$ cat src/rtl/stopwatch_core.sv
// MM:SS BCD stopwatch counting rising edges of a slow divider output in the system clock domain.
// Optional lap-hold display capture is built when LAP_EN is defined.
module stopwatch_core #(
  parameter int unsigned MIN_MAX = 59
) (
  input  logic       iClk,
  input  logic       iRst,
  input  logic       iTick_in,
  input  logic       iStartStop,
  input  logic       iClear,
`ifdef LAP_EN
  input  logic       iLap,
`endif
  output logic [3:0] oSecOnes,
  output logic [3:0] oSecTens,
  output logic [3:0] oMinOnes,
  output logic [3:0] oMinTens,
  output logic [1:0] oState,
  output logic       oRollover
`ifdef LAP_EN
  ,
  output logic       oLapHold
`endif
);

  localparam logic [3:0] MaxTens = 4'(MIN_MAX / 10);
  localparam logic [3:0] MaxOnes = 4'(MIN_MAX % 10);

  typedef enum logic [1:0] {
    StIdle  = 2'b00,
    StRun   = 2'b01,
    StPause = 2'b10
  } state_e;

  typedef struct packed {
    logic [3:0] min_tens;
    logic [3:0] min_ones;
    logic [3:0] sec_tens;
    logic [3:0] sec_ones;
  } digits_t;

  logic       tick_sync1_q, tick_sync2_q, tick_hist_q;
  logic [1:0] tick_prime_q;
  logic       tick_armed_q, tick_armed_d;
  logic       tick;

  logic       start_hist_q, start_pulse_q;
  logic       clear_hist_q, clear_pulse_q;

  state_e     state_q, state_d;
  digits_t    cnt_q, cnt_d;
  logic       rollover_q, rollover_d;

  // A tick is only honoured once the synchronized input has been observed low after
  // reset, so a level that is already high at release does not count as an edge.
  assign tick_armed_d = tick_armed_q | (tick_prime_q[1] & ~tick_sync2_q);
  assign tick         = tick_sync2_q & ~tick_hist_q & tick_armed_q;

  always_ff @(posedge iClk or posedge iRst) begin
    if (iRst) begin
      tick_sync1_q  <= 1'b0;
      tick_sync2_q  <= 1'b0;
      tick_hist_q   <= 1'b0;
      tick_prime_q  <= 2'b00;
      tick_armed_q  <= 1'b0;
      start_hist_q  <= 1'b0;
      start_pulse_q <= 1'b0;
      clear_hist_q  <= 1'b0;
      clear_pulse_q <= 1'b0;
      state_q       <= StIdle;
      cnt_q         <= '0;
      rollover_q    <= 1'b0;
    end else begin
      tick_sync1_q  <= iTick_in;
      tick_sync2_q  <= tick_sync1_q;
      tick_hist_q   <= tick_sync2_q;
      tick_prime_q  <= {tick_prime_q[0], 1'b1};
      tick_armed_q  <= tick_armed_d;
      start_hist_q  <= iStartStop;
      start_pulse_q <= iStartStop & ~start_hist_q;
      clear_hist_q  <= iClear;
      clear_pulse_q <= iClear & ~clear_hist_q;
      state_q       <= state_d;
      cnt_q         <= cnt_d;
      rollover_q    <= rollover_d;
    end
  end

  always_comb begin
    state_d    = state_q;
    cnt_d      = cnt_q;
    rollover_d = 1'b0;
    if (clear_pulse_q) begin
      state_d = StIdle;
      cnt_d   = '0;
    end else begin
      // A tick coinciding with a stop press in RUN is still counted.
      if (state_q == StRun && tick) begin
        if (cnt_q.sec_ones != 4'd9) begin
          cnt_d.sec_ones = cnt_q.sec_ones + 4'd1;
        end else begin
          cnt_d.sec_ones = 4'd0;
          if (cnt_q.sec_tens != 4'd5) begin
            cnt_d.sec_tens = cnt_q.sec_tens + 4'd1;
          end else begin
            cnt_d.sec_tens = 4'd0;
            if (cnt_q.min_tens == MaxTens && cnt_q.min_ones == MaxOnes) begin
              cnt_d.min_tens = 4'd0;
              cnt_d.min_ones = 4'd0;
              rollover_d     = 1'b1;
            end else if (cnt_q.min_ones != 4'd9) begin
              cnt_d.min_ones = cnt_q.min_ones + 4'd1;
            end else begin
              cnt_d.min_ones = 4'd0;
              cnt_d.min_tens = cnt_q.min_tens + 4'd1;
            end
          end
        end
      end
      if (start_pulse_q) begin
        unique case (state_q)
          StIdle:  state_d = StRun;
          StRun:   state_d = StPause;
          StPause: state_d = StRun;
          default: state_d = StIdle;
        endcase
      end
    end
  end

`ifdef LAP_EN
  logic    lap_hist_q, lap_pulse_q;
  logic    lap_hold_q, lap_hold_d;
  digits_t lap_q, lap_d;

  always_ff @(posedge iClk or posedge iRst) begin
    if (iRst) begin
      lap_hist_q  <= 1'b0;
      lap_pulse_q <= 1'b0;
      lap_hold_q  <= 1'b0;
      lap_q       <= '0;
    end else begin
      lap_hist_q  <= iLap;
      lap_pulse_q <= iLap & ~lap_hist_q;
      lap_hold_q  <= lap_hold_d;
      lap_q       <= lap_d;
    end
  end

  // Any exit from RUN (stop or clear) drops the hold at the same edge.
  always_comb begin
    lap_hold_d = lap_hold_q;
    lap_d      = lap_q;
    if (state_d != StRun || clear_pulse_q) begin
      lap_hold_d = 1'b0;
    end else if (lap_pulse_q && state_q == StRun) begin
      if (!lap_hold_q) begin
        lap_hold_d = 1'b1;
        lap_d      = cnt_q;
      end else begin
        lap_hold_d = 1'b0;
      end
    end
  end

  digits_t disp;
  assign disp     = lap_hold_q ? lap_q : cnt_q;
  assign oLapHold = lap_hold_q;
`else
  digits_t disp;
  assign disp = cnt_q;
`endif

  assign oSecOnes  = disp.sec_ones;
  assign oSecTens  = disp.sec_tens;
  assign oMinOnes  = disp.min_ones;
  assign oMinTens  = disp.min_tens;
  assign oState    = state_q;
  assign oRollover = rollover_q;

endmodule

$ cat config.mk
export PLATFORM = sky130hd
export DESIGN_NAME = stopwatch_core
export DESIGN_NICKNAME = d
export VERILOG_FILES = /design/src/rtl/stopwatch_core.sv
export SDC_FILE = /design/constraint.sdc
export NUM_CORES = 1
export LEC_CHECK = 0
export ABC_AREA = 1
export ABC_CLOCK_PERIOD_IN_PS = 1200
export BUFFER_PORTS_ARGS = -buffer_cell sky130_fd_sc_hd__buf_2
export CORE_MARGIN = 10
export CORE_UTILIZATION = 49
export CTS_CLUSTER_DIAMETER = 100
export DETAILED_ROUTE_END_ITERATION = 10
export PLACE_DENSITY = 0.83
export SLEW_MARGIN = 20
export SYNTH_ARGS = -nofsm -noshare
export SYNTH_HDL_FRONTEND = slang
export SYNTH_SLANG_ARGS = --single-unit
$ cat constraint.sdc
create_clock -name iClk -period 1.2 [get_ports iClk]
set_clock_uncertainty 0.05 [all_clocks]
set_input_delay 0.24 -clock iClk [delete_from_list [all_inputs] [get_ports iClk]]
set_output_delay 0.24 -clock iClk [all_outputs]
set_load 0.02 [all_outputs]
# Yosys cells after proc, flatten, opt, wreduce, memory -nomap -nowiden
# Cells that the tools add are included.
# totals
elab_cells	65
romBits	0
output_inout_bits	19
memories	0
reg_bits	29
ramBits	0
latchBits	0
# op_classes
n_addsub	4
shifts	0
mux	17
eq_ne	10
n_reduce_logical	9
mul	0
n_lt_le_gt_ge	0
div	0
bitwise_logic	10
# ops
op	count
$mux 16	2
$add 4x1->4 const B	4
$mux 4	4
$mux 8	2
$mux 12	1
$ne 4x4->1 const B	2
$and 1x1->1	5
$mux 1	5
$eq 4x3->1 const B	1
$eq 4x4->1 const B	1
$mux 2	2
$ne 2x2->1 const B	2
$ne 4x3->1 const B	1
$not 1->1	4
$pmux 2 s2	1
$reduce_and 4->1	1
$reduce_bool 2->1	2
$ne 3x3->1 const B	1
$reduce_and 3->1	1
$eq 2x1->1 const B	1
$eq 2x2->1 const B	1
$logic_and 1x1->1	2
$logic_not 2->1	1
$reduce_and 2->1	1
other kinds (2)	2

# Depth between registers and ports, before layout
# depth
word_depth	7
ltp_mapped	9

# Least setup slack after synthesis
# OpenSTA, ideal clock, no wires.
# synth_timing
path_type	register to register
startpoint	register cnt_q, in the netlist oMinOnes[0]
endpoint	register cnt_q, in the netlist oMinTens[0]
synth_period_minus_slack_ps	1460
required_ps	1033
path_slack_ps	-260
stages_incl_launch_ff	9
n_path_buf	0
arrival_time_ps	1293
cell_sequence	dfrtp_1 > ha_1 > nand2_1 > nor2_1 > nor2_1 > inv_1 > nand3_1 > nand2_1 > nand2_1
# synth_via
elab_chain_len	7
elab_cells_between_ends	10
# synth_rtl
element	line	text
start: declaration	51	digits_t cnt_q, cnt_d;
start signal: assignment	84	cnt_q <= cnt_d;
$eq 4x4->1	107	if (cnt_q.min_tens == MaxTens && cnt_q.min_ones == MaxOnes) begin
$logic_and 1x1->1	107	
$mux 8	107	
$mux 8	103	if (cnt_q.sec_tens != 4'd5) begin
$mux 12	99	if (cnt_q.sec_ones != 4'd9) begin
$mux 16	98	if (state_q == StRun && tick) begin
$mux 16	93	if (clear_pulse_q) begin
# Several ways; a longest one is shown, not always the timed one. The select of a mux whose other input is x is not followed.
# A chain may end at the register's enable or synchronous reset.

# Final worst setup path
# layout_timing
startpoint	register cnt_q, in the netlist oSecTens[0]
endpoint	register cnt_q, in the netlist oSecTens[2]
# layout_via
elab_chain_len	5
elab_cells_between_ends	6
# layout_rtl
element	line
$add 4x1->4 / $ne 4x3->1 (equally long branches)	104, 103
$mux 4 *	103
$mux 12 *	99
$mux 16 *	98
$mux 16 *	93
# Mark *: on every way between the ends. The rest lies on a longest branch, timed or not. The select of a mux whose other input is x is not followed.

==> summary.md <==
| Metric | Value |
|---|---|
| Initial antenna violation count | `0` |
| Full die area | `roughly 5500 um2` |
| Final hold violation count | `0` |
| Share of cells above drive strength 1 | `between 50% and 60%` |
| Final worst slack | `-0.285 ns` |
| Die Height | `~74 um` |
| Pre-CTS setup slack | `-0.148 ns` |
| Avg WL per Cell | `between 15 and 20 um` |
| Hold/Removal Path Class | `flop to flop` |
| Synth unique cells | `24` |
| Commonest non-fill, non-tap cells in the layout | `buf_6, buf_4, nand2_1` |
| I/O Pins | `24` |
| CORE AREA | `~2800 um2` |
| Diodes inserted | `0` |
| Status | `finished, violations left` |
| Failing checks | `negative setup slack` |
| Crit start category | `flop` |
| Post-synthesis register bit count | `29` |
| Minimum hold slack | `around 0.31 ns` |
| PortBufs | `23` |
| Maximum vdd ir drop | `~1.6 mV` |
| DRC viols | `0` |
| RSZ-0062 raised after global routing | `yes` |
| Max_cap viols | `0` |
| CP Capture Type | `flop` |
| Post-route ant nets | `0` |
| Post-layout net count | `256` |
| Root Buffer | `clkbuf_4` |
| Clock-pin slew on the worst setup and hold paths | `around 0.11 ns` |
| Synth Cell Area | `1430 um2` |
| Slew Limit Fails | `0` |
| Synth warn | `0` |
| Clk sinks | `29` |
| Critical Path Fanout Max | `3` |
| Starting density of the core | `roughly 51%` |
| Routability Congestion | `approximately 0.81` |
| Ratio of final minimum period to clock period | `124%` |
| Pin count of the biggest net entering global routing | `30` |
| GR Util All Layers | `between 15 and 20%` |
| Pleak | `~1.2 nW` |
| Clock Latency Late Sink | `~0.35 ns` |
| Setup TNS | `-5.12 ns` |
| PD cells | `1620 nW/um2` |
| Die X | `approximately 74 um` |
| Post-Syn Nets | `around 170` |
| Hpwl dp | `2500 um` |
| Site Rows | `19` |
| Num CTS Buffers | `5` |
| Worst EP arrival | `about 1.7 ns` |
| Critical path data required time | `1.42 ns` |
| Final setup fails | `33` |
| Routed vias/inst | `between 5 and 6` |
| Final WL | `between 5000 and 6000 um` |
| Pre-antenna DRT Iters | `4` |
| Number of global-route vias before repair | `around 1.6k` |
| P&R area growth vs syn | `76.8%` |
| H-Tree Depth | `2` |
| Via count | `1,483` |
| Critical path type | `flop to flop` |
| Register area share after synthesis | `about half` |
| Fmax | `just under 700 MHz` |
| GRT overflow | `0` |
| Cell count after synthesis | `158` |
| Post-layout minimum cycle time | `roughly 1.5 ns` |
| Final design utilization | `90.8%` |
| Syn avg cell area | `9.04 um2` |
| Power consumption | `4.09 mW` |
| First-pass GRT wire length | `7270 um` |
| Maximum root-to-sink buffer count | `2` |
| CTS tree | `done` |
| Starting DRT DRC Count | `126` |
-- flip-flops by register name (all words and copies together), names as in the netlist, 2 cells and up --
| register | cells |
|---|---|
| oMinTens | 4 |
| oMinOnes | 4 |
| oSecTens | 4 |
| oSecOnes | 4 |
| tick_prime_q | 2 |
| oState | 2 |
-- critical path: stages (launching register included) --
cell and delay (ns):
dfrtp_2 0.46, ha_4 0.18, nand2_2 0.09, nor2_4 0.05, buf_4 0.13, nor2_1 0.15
nand2_1 0.12, o21ai_2 0.17
-- per-layer routing --
layer | global-route usage, % | vias up | routed length, um | part of all wire (%)
met5 | 0 | - | 0 | 0
met4 | 10.4 | 0 | 238 | 4.5
met3 | 5.59 | 22 | 344 | 6.5
met2 | 30.7 | 74 | 2840 | 54
met1 | 16.3 | 720 | 1860 | 35
li1 | - | 667 | - | -
-- synthesized netlist by cell type, drive strengths merged --
cell type | count | area [um2]
nand2 | 38 | 155
dfrtp | 29 | 726
inv | 22 | 82.6
nor2 | 18 | 80.1
nand3 | 11 | 67.6
o21ai | 11 | 73.8
ha | 8 | 100
a21oi | 4 | 20.0
nand4 | 4 | 25.0
xnor2 | 3 | 26.3
nor3 | 2 | 10.0
o21bai | 2 | 15.0
xor2 | 2 | 17.5
buf | 1 | 11.3
conb | 1 | 3.75
nand3b | 1 | 7.51
o31ai | 1 | 7.51
-- report_power, final --
part	internal, mW	total (mW)	switching [mW]
registers	1.14	1.31	0.171
logic	1.09	2.16	1.07
clock network	0.226	0.622	0.396
total	2.46	4.09	1.64
-- path summary, 6_finish.rpt --
kind,slack [ns],depth (start not counted),from,endpoint
max in group asynchronous,0.33,4,iRst,oSecOnes[1]
worst max-delay path,-0.28,7,oSecTens[0],oSecTens[2]
worst min-delay path,0.31,0,tick_prime_q[0],tick_prime_q[1]
min in group asynchronous,0.46,4,iRst,start_hist_q
worst min register to register,0.31,0,tick_prime_q[0],tick_prime_q[1]
worst max register to register,-0.28,7,oSecTens[0],oSecTens[2]
-- what timing repair did --
action	in CTS	in global routing
gates cloned	0	1
setup buffers	19	9
gates resized for setup	57	35
endpoints found under the hold margin	32	0
endpoints found under the setup margin	33	36
pin swaps	8	20
hold buffers	4	0
-- final cells by class --
cell class | count | area (um2)
Clock buffer | 5 | 37.5
Clock inverter | 3 | 22.5
Fill cell | 104 | 255
Inverter | 22 | 82.6
Multi-Input combinational cell | 106 | 851
Sequential cell | 29 | 736
Tap cell | 31 | 38.8
Timing Repair Buffer | 79 | 758
-- metrics by stage --
stage	cell area [um2]	instances
3_3_place_gp	1870	236
5_1_grt	2530	275
6_report	2530	275
4_1_cts	2320	267
2_1_floorplan	1530	158
3_5_place_dp	1870	236
-- kinds of logic after synthesis --
logic type / share of synthesized area, %
simple gates: 24.2
flops: 50.8
buf+inv: 6.57
compound gates: 8.14
fa+ha+maj: 7.01
xor+xnor: 3.07
other cells: 0.262
No activity file was read; power rests on OpenSTA's default activity.
